## src/rtl/ahb_sram_arbiter.sv

```systemverilog
// Two-master AHB arbiter/mux for the SRAM port: registered one-hot grant, address-phase and data-phase owner pipeline.
// Grant changes only at burst ends or on an error; all state stalls while hready_resp is low.
module ahb_sram_arbiter #(
    parameter logic [31:0] SRAM_BASE = 32'h0000_0000,
    parameter logic [31:0] SRAM_SIZE = 32'h0001_0000
) (
    input  logic        hclk,
    input  logic        hresetn,
    input  logic        m0_hbusreq,
    input  logic        m1_hbusreq,
    input  logic [31:0] m0_haddr,
    input  logic [31:0] m1_haddr,
    input  logic [1:0]  m0_htrans,
    input  logic [1:0]  m1_htrans,
    input  logic        m0_hwrite,
    input  logic        m1_hwrite,
    input  logic [2:0]  m0_hsize,
    input  logic [2:0]  m1_hsize,
    input  logic [2:0]  m0_hburst,
    input  logic [2:0]  m1_hburst,
    input  logic [31:0] m0_hwdata,
    input  logic [31:0] m1_hwdata,
    output logic [1:0]  hgrant,
    output logic        hmaster,
    output logic        hsel,
    output logic [31:0] haddr,
    output logic [1:0]  htrans,
    output logic        hwrite,
    output logic [2:0]  hsize,
    output logic [2:0]  hburst,
    output logic [31:0] hwdata,
    output logic        hready,
    input  logic        hready_resp,
    input  logic [1:0]  hresp
);
    localparam logic [31:0] WIN_MASK = ~(SRAM_SIZE - 32'd1);
    localparam logic [1:0]  T_IDLE   = 2'b00;
    localparam logic [1:0]  T_BUSY   = 2'b01;
    localparam logic [1:0]  T_NONSEQ = 2'b10;
    localparam logic [1:0]  T_SEQ    = 2'b11;
    localparam logic [1:0]  R_ERROR  = 2'b01;

    logic [1:0] hgrant_q, hgrant_d;
    logic       hmaster_q;
    logic       hmaster_dp_q;
    logic [3:0] beats_q, beats_d;
    logic       err_q;
    logic       win_open;
    logic [1:0] gnt_sel;

    assign hready  = hready_resp;
    assign hgrant  = hgrant_q;
    assign hmaster = hmaster_q;

    assign haddr  = hmaster_q ? m1_haddr  : m0_haddr;
    assign htrans = hmaster_q ? m1_htrans : m0_htrans;
    assign hwrite = hmaster_q ? m1_hwrite : m0_hwrite;
    assign hsize  = hmaster_q ? m1_hsize  : m0_hsize;
    assign hburst = hmaster_q ? m1_hburst : m0_hburst;
    assign hwdata = hmaster_dp_q ? m1_hwdata : m0_hwdata;

    assign hsel = htrans[1] && ((haddr & WIN_MASK) == SRAM_BASE);

    // Remaining beats of a fixed-length burst after this address phase is accepted.
    always_comb begin
        beats_d = beats_q;
        case (htrans)
            T_IDLE:   beats_d = 4'd0;
            T_BUSY:   beats_d = beats_q;
            T_NONSEQ: begin
                case (hburst[2:1])
                    2'b01:   beats_d = 4'd3;
                    2'b10:   beats_d = 4'd7;
                    2'b11:   beats_d = 4'd15;
                    default: beats_d = 4'd0;
                endcase
            end
            T_SEQ:    beats_d = (beats_q == 4'd0) ? 4'd0 : beats_q - 4'd1;
            default:  beats_d = beats_q;
        endcase
    end

    assign win_open = hready_resp && (err_q || (beats_d <= 4'd1) || (htrans == T_IDLE));

    // Round-robin between two requesters; park on the last grant when nobody asks.
    always_comb begin
        gnt_sel = hgrant_q;
        case ({m1_hbusreq, m0_hbusreq})
            2'b01:   gnt_sel = 2'b01;
            2'b10:   gnt_sel = 2'b10;
            2'b11:   gnt_sel = hgrant_q[0] ? 2'b10 : 2'b01;
            default: gnt_sel = hgrant_q;
        endcase
        hgrant_d = win_open ? gnt_sel : hgrant_q;
    end

    always_ff @(posedge hclk or negedge hresetn) begin
        if (!hresetn) begin
            hgrant_q     <= 2'b01;
            hmaster_q    <= 1'b0;
            hmaster_dp_q <= 1'b0;
            beats_q      <= 4'd0;
            err_q        <= 1'b0;
        end else if (hready_resp) begin
            hgrant_q     <= hgrant_d;
            hmaster_q    <= hgrant_q[1];
            hmaster_dp_q <= hmaster_q;
            beats_q      <= beats_d;
            err_q        <= 1'b0;
        end else if (hresp == R_ERROR) begin
            // First error cycle: abandon the burst so the next ready edge can rearbitrate.
            beats_q <= 4'd0;
            err_q   <= 1'b1;
        end
    end
endmodule

```

## config.mk

```make
export PLATFORM = sky130hd
export DESIGN_NAME = ahb_sram_arbiter
export DESIGN_NICKNAME = d
export VERILOG_FILES = /design/src/rtl/ahb_sram_arbiter.sv
export SDC_FILE = /design/constraint.sdc
export NUM_CORES = 1
export LEC_CHECK = 0
export BUFFER_PORTS_ARGS = -buffer_cell sky130_fd_sc_hd__buf_2
export CORE_AREA = 2 2 89 91
export CTS_CLUSTER_DIAMETER = 60
export CTS_CLUSTER_SIZE = 30
export DETAILED_ROUTE_END_ITERATION = 8
export DIE_AREA = 0 0 91 93
export GPL_TIMING_DRIVEN = 0
export SETUP_SLACK_MARGIN = 0.15
export SLEW_MARGIN = 20
export SYNTH_ARGS = -nofsm -noshare
export SYNTH_HDL_FRONTEND = slang
export SYNTH_SLANG_ARGS = --single-unit
```

## constraint.sdc

```tcl
create_clock -name hclk -period 6 [get_ports hclk]
set_clock_uncertainty 0.1 [all_clocks]
set_input_delay 0.6 -clock hclk [delete_from_list [all_inputs] [get_ports hclk]]
set_output_delay 0.6 -clock hclk [all_outputs]
set_load 0.005 [all_outputs]
```

==> metrics.yaml, run 1 <==
ant_nets: 0
core_area_sq_um: 7530
die_w_microns: 91
reg2reg_from: "hmaster"
cts_buffer_depth: 2
yosysWarnings: 0
r2r_setup_slack_ns: 3.64
cts_hold_buf: 0
syn_area_sq_um: 1550
grt.total_usage: 0.146
ir_drop_uv: 175
p_leak_uw: 0.00151
cts_tree: "built"
start_util: 0.205
drv_cap: 0
syn_avg_cell_area_sq_um: 9.67
vias: 2179
htreeDepth: 1
crit_chain: "buf_6, clkbuf_1, clkbuf_1, mux2_2, buf_2"
ys_types: 43
grt_pass1_wl_microns: 10100
finalCriticalPeriod_ns: 3.16
syn_nets: 315
avgViaCountPerCell: 4.40
tightest_slew_ns: 0.699
setup_viol: 0
crit_top_cell: "clkbuf_1"
slew_viol_final: 0
r2r_cells: 7
finalHoldViolations: 0
drt_iter0_markers: 25
fmax_ghz: 0.317
n_antenna_cell: 0
timing.setup.tns_ns: 0
synth-main-ff-cell: "dfrtp_1"
clock_sinks: 9
area_growth_pct: 85.3
antenna_found_initial: 1
drt-wirelength-per-cell_microns: 14.3
grt_max_degree: 11
drive_gt1_frac: 0.812
rr_endpoint: "hgrant[1]"
chipHeight_microns: 93
grt_overflow_total: 0
clk-insertion-delay-late_ns: 0.23
slew-limit-headroom: 0.534
grt_pass1_vias: 2068
dr.pass1.iters: 4
pin_count: 231
synth_edf_count: 0
cp.required_ns: 5.30
post_cts_resized: 0
cts_root_buf: "clkbuf_8"
cp-start-kind: "flip-flop"
drc: 0
worstPathArrival_ns: 2.46
powerDensity_nw_per_um2: 317
cts_buffers: 3
rows: 32
hold_path.class: "in -> async"
cp_max_fo: 10
gp_congestion: 0.776
max_stage_delay_ns: 0.60
dp_hpwl_microns: 6310
async_flop_share: 1.00
synth-seq-cells: 9
post_cts_buffers: 0
layout.nets: 549
cp_slowest_cell: "clkbuf_1"
dieArea_sq_um: 8460
synthCells: 160
routed_wl_microns: 7060
outcome: "finished clean"
cts.clk_slew.worst_paths_ns: 0.04
holdWs_ns: 0.120
cp-end-kind: "primary output"
io_buffers: 229
period_share: 0.526
synth-seq-area-share: 0.146
crit_type: "reg -> out"
rsz0062_at_grt: "no"
sequential cells by signal (all words and copies together) (netlist names):
| signal | flops |
|---|---|
| hgrant | 2 |
| err_q | 1 |
| hmaster_dp_q | 1 |
| hmaster | 1 |
| beats_q | 4 |
worst max path at each step:
stage | start | endpoint | slack (ns) | depth (start not counted)
after floorplan | hmaster | hsel | 3.42 | 6
after global placement | hmaster | hburst[0] | 3.05 | 5
after detailed placement | hmaster | hburst[0] | 3.04 | 5
after CTS | hmaster | hsize[0] | 2.78 | 5
after global routing | hmaster | hburst[0] | 2.64 | 5
final | hmaster | hburst[0] | 2.84 | 5
report_power, final:
part,internal (uW),switching [uW]
Combinational,396,327
Sequential,89.6,27.1
Clock,46.1,22.2
cell usage after synthesis (all sizes together) (2+ instances only):
master | instances | area share
a21oi | 2 | 0.0065
buf | 4 | 0.018
clkbuf | 8 | 0.019
dfrtp | 8 | 0.13
ha | 2 | 0.016
inv | 6 | 0.015
mux2 | 74 | 0.54
nand2 | 9 | 0.022
nand2b | 4 | 0.016
nand3 | 2 | 0.0065
nor2 | 6 | 0.015
nor3 | 3 | 0.0097
nor4 | 4 | 0.016
o211ai | 3 | 0.018
o21ai | 4 | 0.015
layer usage:
layer	GRT usage	routed length, microns	vias to the layer above
met5	0	11	-
met4	0.0189	0	2
met3	0.0330	665	2
met2	0.257	3480	129
met1	0.187	2900	976
li1	-	-	1070
area by class of cell:
cell class	count	area, sq um
plain buffers	12	57.6
flip-flops and latches	9	226
fillers	802	4660
multi-input cells	133	1240
inverters	6	22.5
well taps	102	128
repair buffers	229	1150
clock buffers	4	45.0
logic make-up (layout without fill, tap and decap cells):
group,count (synthesis),in the layout,share of synthesized area
compound gates,20,20,0.112
flops,9,9,0.146
simple gates,36,36,0.124
fa+ha+maj,2,2,0.0162
mux,75,75,0.550
buf+inv,18,251,0.0518
critical path: cells and delay by family (launching register included):
kind	cells	cell delay [ns]
DFF	1	0.47
buffers and inverters	4	1.36
muxes	1	0.40
cell usage in the layout (no fill, tap or decap), types with 2 or more instances in the layout:
| master | synthesis | layout |
|---|---|---|
| clkbuf_8 | 0 | 3 |
| ha_1 | 2 | 2 |
| dfrtp_1 | 8 | 8 |
| nand2_1 | 9 | 9 |
| nor4_1 | 4 | 4 |
| clkbuf_1 | 8 | 9 |
| nand2b_1 | 4 | 4 |
| buf_2 | 1 | 230 |
| o21ai_0 | 3 | 3 |
| nor2_1 | 6 | 6 |
| mux2_2 | 73 | 73 |
| a21oi_1 | 2 | 2 |
| nand3_1 | 2 | 2 |
| inv_1 | 5 | 5 |
| nor3_1 | 3 | 3 |
| o211ai_1 | 2 | 2 |
through the flow:
step            util  cells  power, uW  instance area, sq um  setup WS [ns]
2_1_floorplan      -    160        569                  1550           3.42
6_report       0.381    495        908                  2870           2.84
5_1_grt        0.381    495        985                  2870           2.64
4_1_cts        0.381    495        918                  2870           2.78
3_3_place_gp   0.375    491        835                  2820           3.05
3_5_place_dp   0.375    491        843                  2820           3.04
Power figures use the tool's default switching activity.
==> run 2: changes to the inputs <==
==> constraint.sdc (replaced) <==
create_clock -name hclk -period 3.1 [get_ports hclk]
set_clock_uncertainty 0.1 [all_clocks]
set_input_delay 0.31 -clock hclk [delete_from_list [all_inputs] [get_ports hclk]]
set_output_delay 0.31 -clock hclk [all_outputs]
set_load 0.005 [all_outputs]
==> run 2 against run 1 <==
Sequential power increased by 93%. Total power increased by 94%. Final cell count increased by 0.20%. Final area increased by 0.44%. Wire length about the same. Sequential share of layout area barely moved. Hold slack gained 0.14 ns. Critical path depth is 1 higher. Combinational power is 94% higher. Register-to-register slack worse by 2.9 ns. Via count down 0.50%. Critical path type unchanged.
==> metrics.yaml, run 2 (synthesized netlist as in run 1, its figures left out) <==
outcome: "finished clean"
power_switching_share: 0.413
start_util: 0.205
setup_viol: 0
p_switching_uw: 727
cts.clk_slew.worst_paths_ns: 0.04
cts_buffer_depth: 2
post_cts_buffers: 0
rows: 32
pin_count: 231
layout.nets: 550
fmax_ghz: 0.363
power_uw: 1760
cts_root_buf: "clkbuf_8"
die_w_microns: 91
drive_gt1_frac: 0.815
grt.total_usage: 0.146
io_buffers: 229
crit_type: "reg -> out"
vias: 2168
final_common_cell: "buf_2"
drc: 0
area_growth_pct: 86.1
wl_met2_microns: 3500
routed_wl_microns: 7060
p_leak_uw: 0.00152
clk-insertion-delay-late_ns: 0.23
worstPathArrival_ns: 2.35
cts_buffers: 3
slew_viol_final: 0
ant_nets: 0
drt-met1-wl_microns: 2880
power_frac_comb: 0.796
dr_wl_met3_microns: 663
route.top_layer_used: "met5"
finalHoldViolations: 0
p_clk_frac: 0.075
avgViaCountPerCell: 4.37
ir_drop_uv: 337
finalCriticalPeriod_ns: 2.76
drv_cap: 0
layout_setup_ws_ns: 0.345
place_ws_ns: 0.427
clock_sinks: 9
dr.pass1.iters: 4
grt_pass1_vias: 2078
largest_register: "beats_q"
layout_common_cells: "buf_2 (230), mux2_2 (73), nand2_1 (9)"
cp-end-kind: "primary output"
grt_max_degree: 11
antenna_found_initial: 1
hold_path.class: "in -> reg"
grt_pass1_wl_microns: 10100
tightest_slew_ns: 0.568
drt_iter0_markers: 35
powerDensity_nw_per_um2: 612
n_antenna_cell: 0
seqPwrFrac: 0.129
dp_hpwl_microns: 6310
grt_overflow_total: 0
cp-start-kind: "flip-flop"
timing.setup.tns_ns: 0
cp.required_ns: 2.69
cts_tree: "built"
dieArea_sq_um: 8460
largest_reg_flops: 4
drt-wirelength-per-cell_microns: 14.2
cp_max_fo: 10
slew-limit-headroom: 0.621
intPower_uw: 1030
htreeDepth: 1
core_area_sq_um: 7530
gp_congestion: 0.776
period_share: 0.889
chipHeight_microns: 93
rsz0062_at_grt: "no"
==> run 2: cell count changes in the layout (fill, tap and decap cells not counted) <==
cell	before	now
dlygate4sd3_1	0	1
clkbuf_1	9	7
clkbuf_2	0	2
==> run 2: critical path, stage by stage, from the launching register on <==
cell and delay [ns]:
dfrtp_1 0.47, buf_6 0.18, clkbuf_1 0.42, mux2_2 0.41
nor3_1 0.26, nor3b_1 0.22, buf_2 0.15
==> run 2: layer usage <==
layer  vias to the layer above  GRT usage
met5                         -          0
met4                         2     0.0189
met3                         2     0.0330
met2                       127      0.258
met1                       966      0.188
li1                       1071          -
==> run 2: layout make-up <==
cell class	instances	area (sq um)
timing repair buffer	230	1160
fill	800	4650
tap	102	128
sequential	9	226
inverter	6	22.5
multi-input combinational	133	1240
clock buffer	4	45.0
buffer	12	60.1
==> run 2: final timing paths <==
path,start,end,slack [ns],cells past startpoint
min in group asynchronous,hresetn,hmaster,0.37,2
max,hmaster,hsel,0.34,6
max reg2reg,hmaster,hgrant[1],0.75,7
min reg2reg,err_q,err_q,0.42,2
min,m0_hbusreq,hgrant[0],0.26,3
max in group asynchronous,hresetn,hgrant[0],2.28,2
==> run 2: power groups by stage <==
| stage | clock network (uW) | registers (uW) | logic (uW) |
|---|---|---|---|
| 5_1_grt | 147 | 236 | 1530 |
| 4_1_cts | 139 | 226 | 1410 |
| 2_1_floorplan | 0 | 217 | 884 |
| 6_report | 132 | 226 | 1400 |
| 3_3_place_gp | 0 | 227 | 1390 |
| 3_5_place_dp | 0 | 227 | 1400 |
==> run 2: metrics by stage <==
step                      utilization  area (sq um)  hold slack, ns  cells
after floorplan                     -          1550         -0.0856    160
after global placement          0.375          2820          0.0719    491
after detailed placement        0.375          2820          0.0766    491
after CTS                       0.382          2880           0.252    496
after global routing            0.382          2880           0.273    496
final                           0.382          2880           0.257    496
==> run 2: timing repair <==
action | in CTS | in global routing
gates resized for setup | 0 | 4
endpoints found under the hold margin | 8 | 0
endpoints found under the setup margin | 0 | 9
hold buffers | 1 | 0
==> run 3: changes to the inputs <==
==> constraint.sdc (replaced) <==
create_clock -name hclk -period 3 [get_ports hclk]
set_clock_uncertainty 0.1 [all_clocks]
set_input_delay 0.3 -clock hclk [delete_from_list [all_inputs] [get_ports hclk]]
set_output_delay 0.3 -clock hclk [all_outputs]
set_load 0.005 [all_outputs]
==> run 3 against run 2 <==
Final area about the same. Global-route usage stayed put. Sequential power is 4% higher. Non-clock buffer count is the same. Via count is essentially flat. Core utilization about the same. Wire length is essentially flat. Critical path depth grew 1. Total power increased by 3.4%. Setup slack improved by 0.049 ns. Critical endpoint unchanged.
==> metrics.yaml, run 3 (synthesized netlist as in run 1, its figures left out) <==
dpl.cell_count: 491
rsz0062_at_grt: "no"
finalHoldViolations: 0
crit_start: "hmaster"
grt_overflow_total: 0
antenna_found_initial: 1
rr_endpoint: "hgrant[1]"
pin_count: 231
timing.setup.tns_ns: 0
drv_cap: 0
worst_hold_path.endpoint: "hgrant[0]"
clk-insertion-delay-late_ns: 0.23
grt.total_usage: 0.146
cp_max_fo: 10
largest_reg_flops: 4
largest_register: "beats_q"
worstHoldPathCells: 3
grt_max_degree: 11
slew-limit-headroom: 0.621
core_area_sq_um: 7530
grt_pass1_wl_microns: 10100
layout_setup_ws_ns: 0.394
min_from: "m0_hbusreq"
p_leak_uw: 0.00152
rows: 32
fmax_ghz: 0.384
r2r_cells: 7
power_uw: 1820
ant_nets: 0
avgViaCountPerCell: 4.37
cts_buffer_depth: 2
clock_sinks: 9
final_common_cell: "buf_2"
setup_viol: 0
outcome: "finished clean"
cts_tree: "built"
cp.required_ns: 2.60
crit_type: "reg -> out"
dp_hpwl_microns: 6310
drt_iter0_markers: 34
htreeDepth: 1
dr.pass1.iters: 4
hold_path.class: "in -> reg"
cts_root_buf: "clkbuf_8"
tightest_slew_ns: 0.568
worstPathArrival_ns: 2.21
finalInstanceArea_sq_um: 2880
layout.nets: 550
r2r_setup_slack_ns: 0.65
area_growth_pct: 86.2
die_w_microns: 91
cp-end-kind: "primary output"
cts.clk_slew.worst_paths_ns: 0.04
vias: 2167
routed_wl_microns: 7060
finalCriticalPeriod_ns: 2.61
drt-wirelength-per-cell_microns: 14.2
layout_common_cells: "buf_2 (230), mux2_2 (73), nand2_1 (9)"
start_util: 0.205
final_cell_count_no_fill: 496
cp-start-kind: "flip-flop"
slew_viol_final: 0
chipHeight_microns: 93
gp_congestion: 0.776
n_antenna_cell: 0
place_area_sq_um: 2820
place_ws_ns: 0.337
io_buffers: 229
cts_buffers: 3
ir_drop_uv: 349
n_fill_cell: 800
drive_gt1_frac: 0.817
drc: 0
grt_pass1_vias: 2078
period_share: 0.869
post_cts_buffers: 0
reg2reg_from: "hmaster"
dieArea_sq_um: 8460
powerDensity_nw_per_um2: 632
==> run 3: cell counts in the layout (fill, tap and decap cells not counted) <==
Identical to the previous run, type by type.
==> run 3: per-layer routing <==
layer | share of wire | routed length, microns | global-route usage | vias to the layer above
met5 | 0.0016 | 11 | 0 | -
met2 | 0.50 | 3500 | 0.258 | 127
li1 | - | - | - | 1071
met1 | 0.41 | 2880 | 0.188 | 965
met4 | 0 | 0 | 0.0189 | 2
met3 | 0.094 | 663 | 0.0330 | 2
==> run 3: how the worst max path moves through the flow <==
stage                            to  slack [ns]  depth (start not counted)
after CTS                      hsel        0.20                          7
final                          hsel        0.39                          7
after global placement    hburst[0]        0.35                          5
after detailed placement  hburst[0]        0.34                          5
after global routing           hsel        0.25                          7
after floorplan                hsel        0.72                          6
==> run 3: worst max-delay path, cell delays in order, from the launching register on <==
cell and delay, ns:
dfrtp_1 0.47, buf_6 0.18, clkbuf_2 0.25, mux2_2 0.38
nor4_1 0.28, nand2_1 0.08, nor3b_1 0.19, buf_2 0.15
==> run 3: area by class of cell <==
| type | count | area, sq um | area share |
|---|---|---|---|
| flip-flops and latches | 9 | 226 | 0.0787 |
| multi-input cells | 133 | 1240 | 0.431 |
| repair buffers | 230 | 1160 | 0.402 |
| plain buffers | 12 | 61.3 | 0.0213 |
| inverters | 6 | 22.5 | 0.00782 |
| clock buffers | 4 | 45.0 | 0.0156 |
| well taps | 102 | 128 | 0.0443 |
==> run 3: power breakdown <==
group | internal (uW) | total (uW) | switching (uW)
clock | 92.3 | 136 | 44.1
combinational | 797 | 1450 | 652
sequential | 179 | 234 | 54.5
total | 1070 | 1820 | 751
==> run 3: what timing repair did <==
item                       4_1_cts  5_1_grt
setup endpoints to repair        8        1
hold buffers                     1        0
hold endpoints to repair         8        0
gates resized for setup          1        4
==> run 3: metrics by stage <==
step	utilization	hold WS [ns]
2_1_floorplan	-	-0.0956
3_3_place_gp	0.375	0.0619
3_5_place_dp	0.375	0.0666
4_1_cts	0.382	0.242
5_1_grt	0.382	0.263
6_report	0.382	0.247
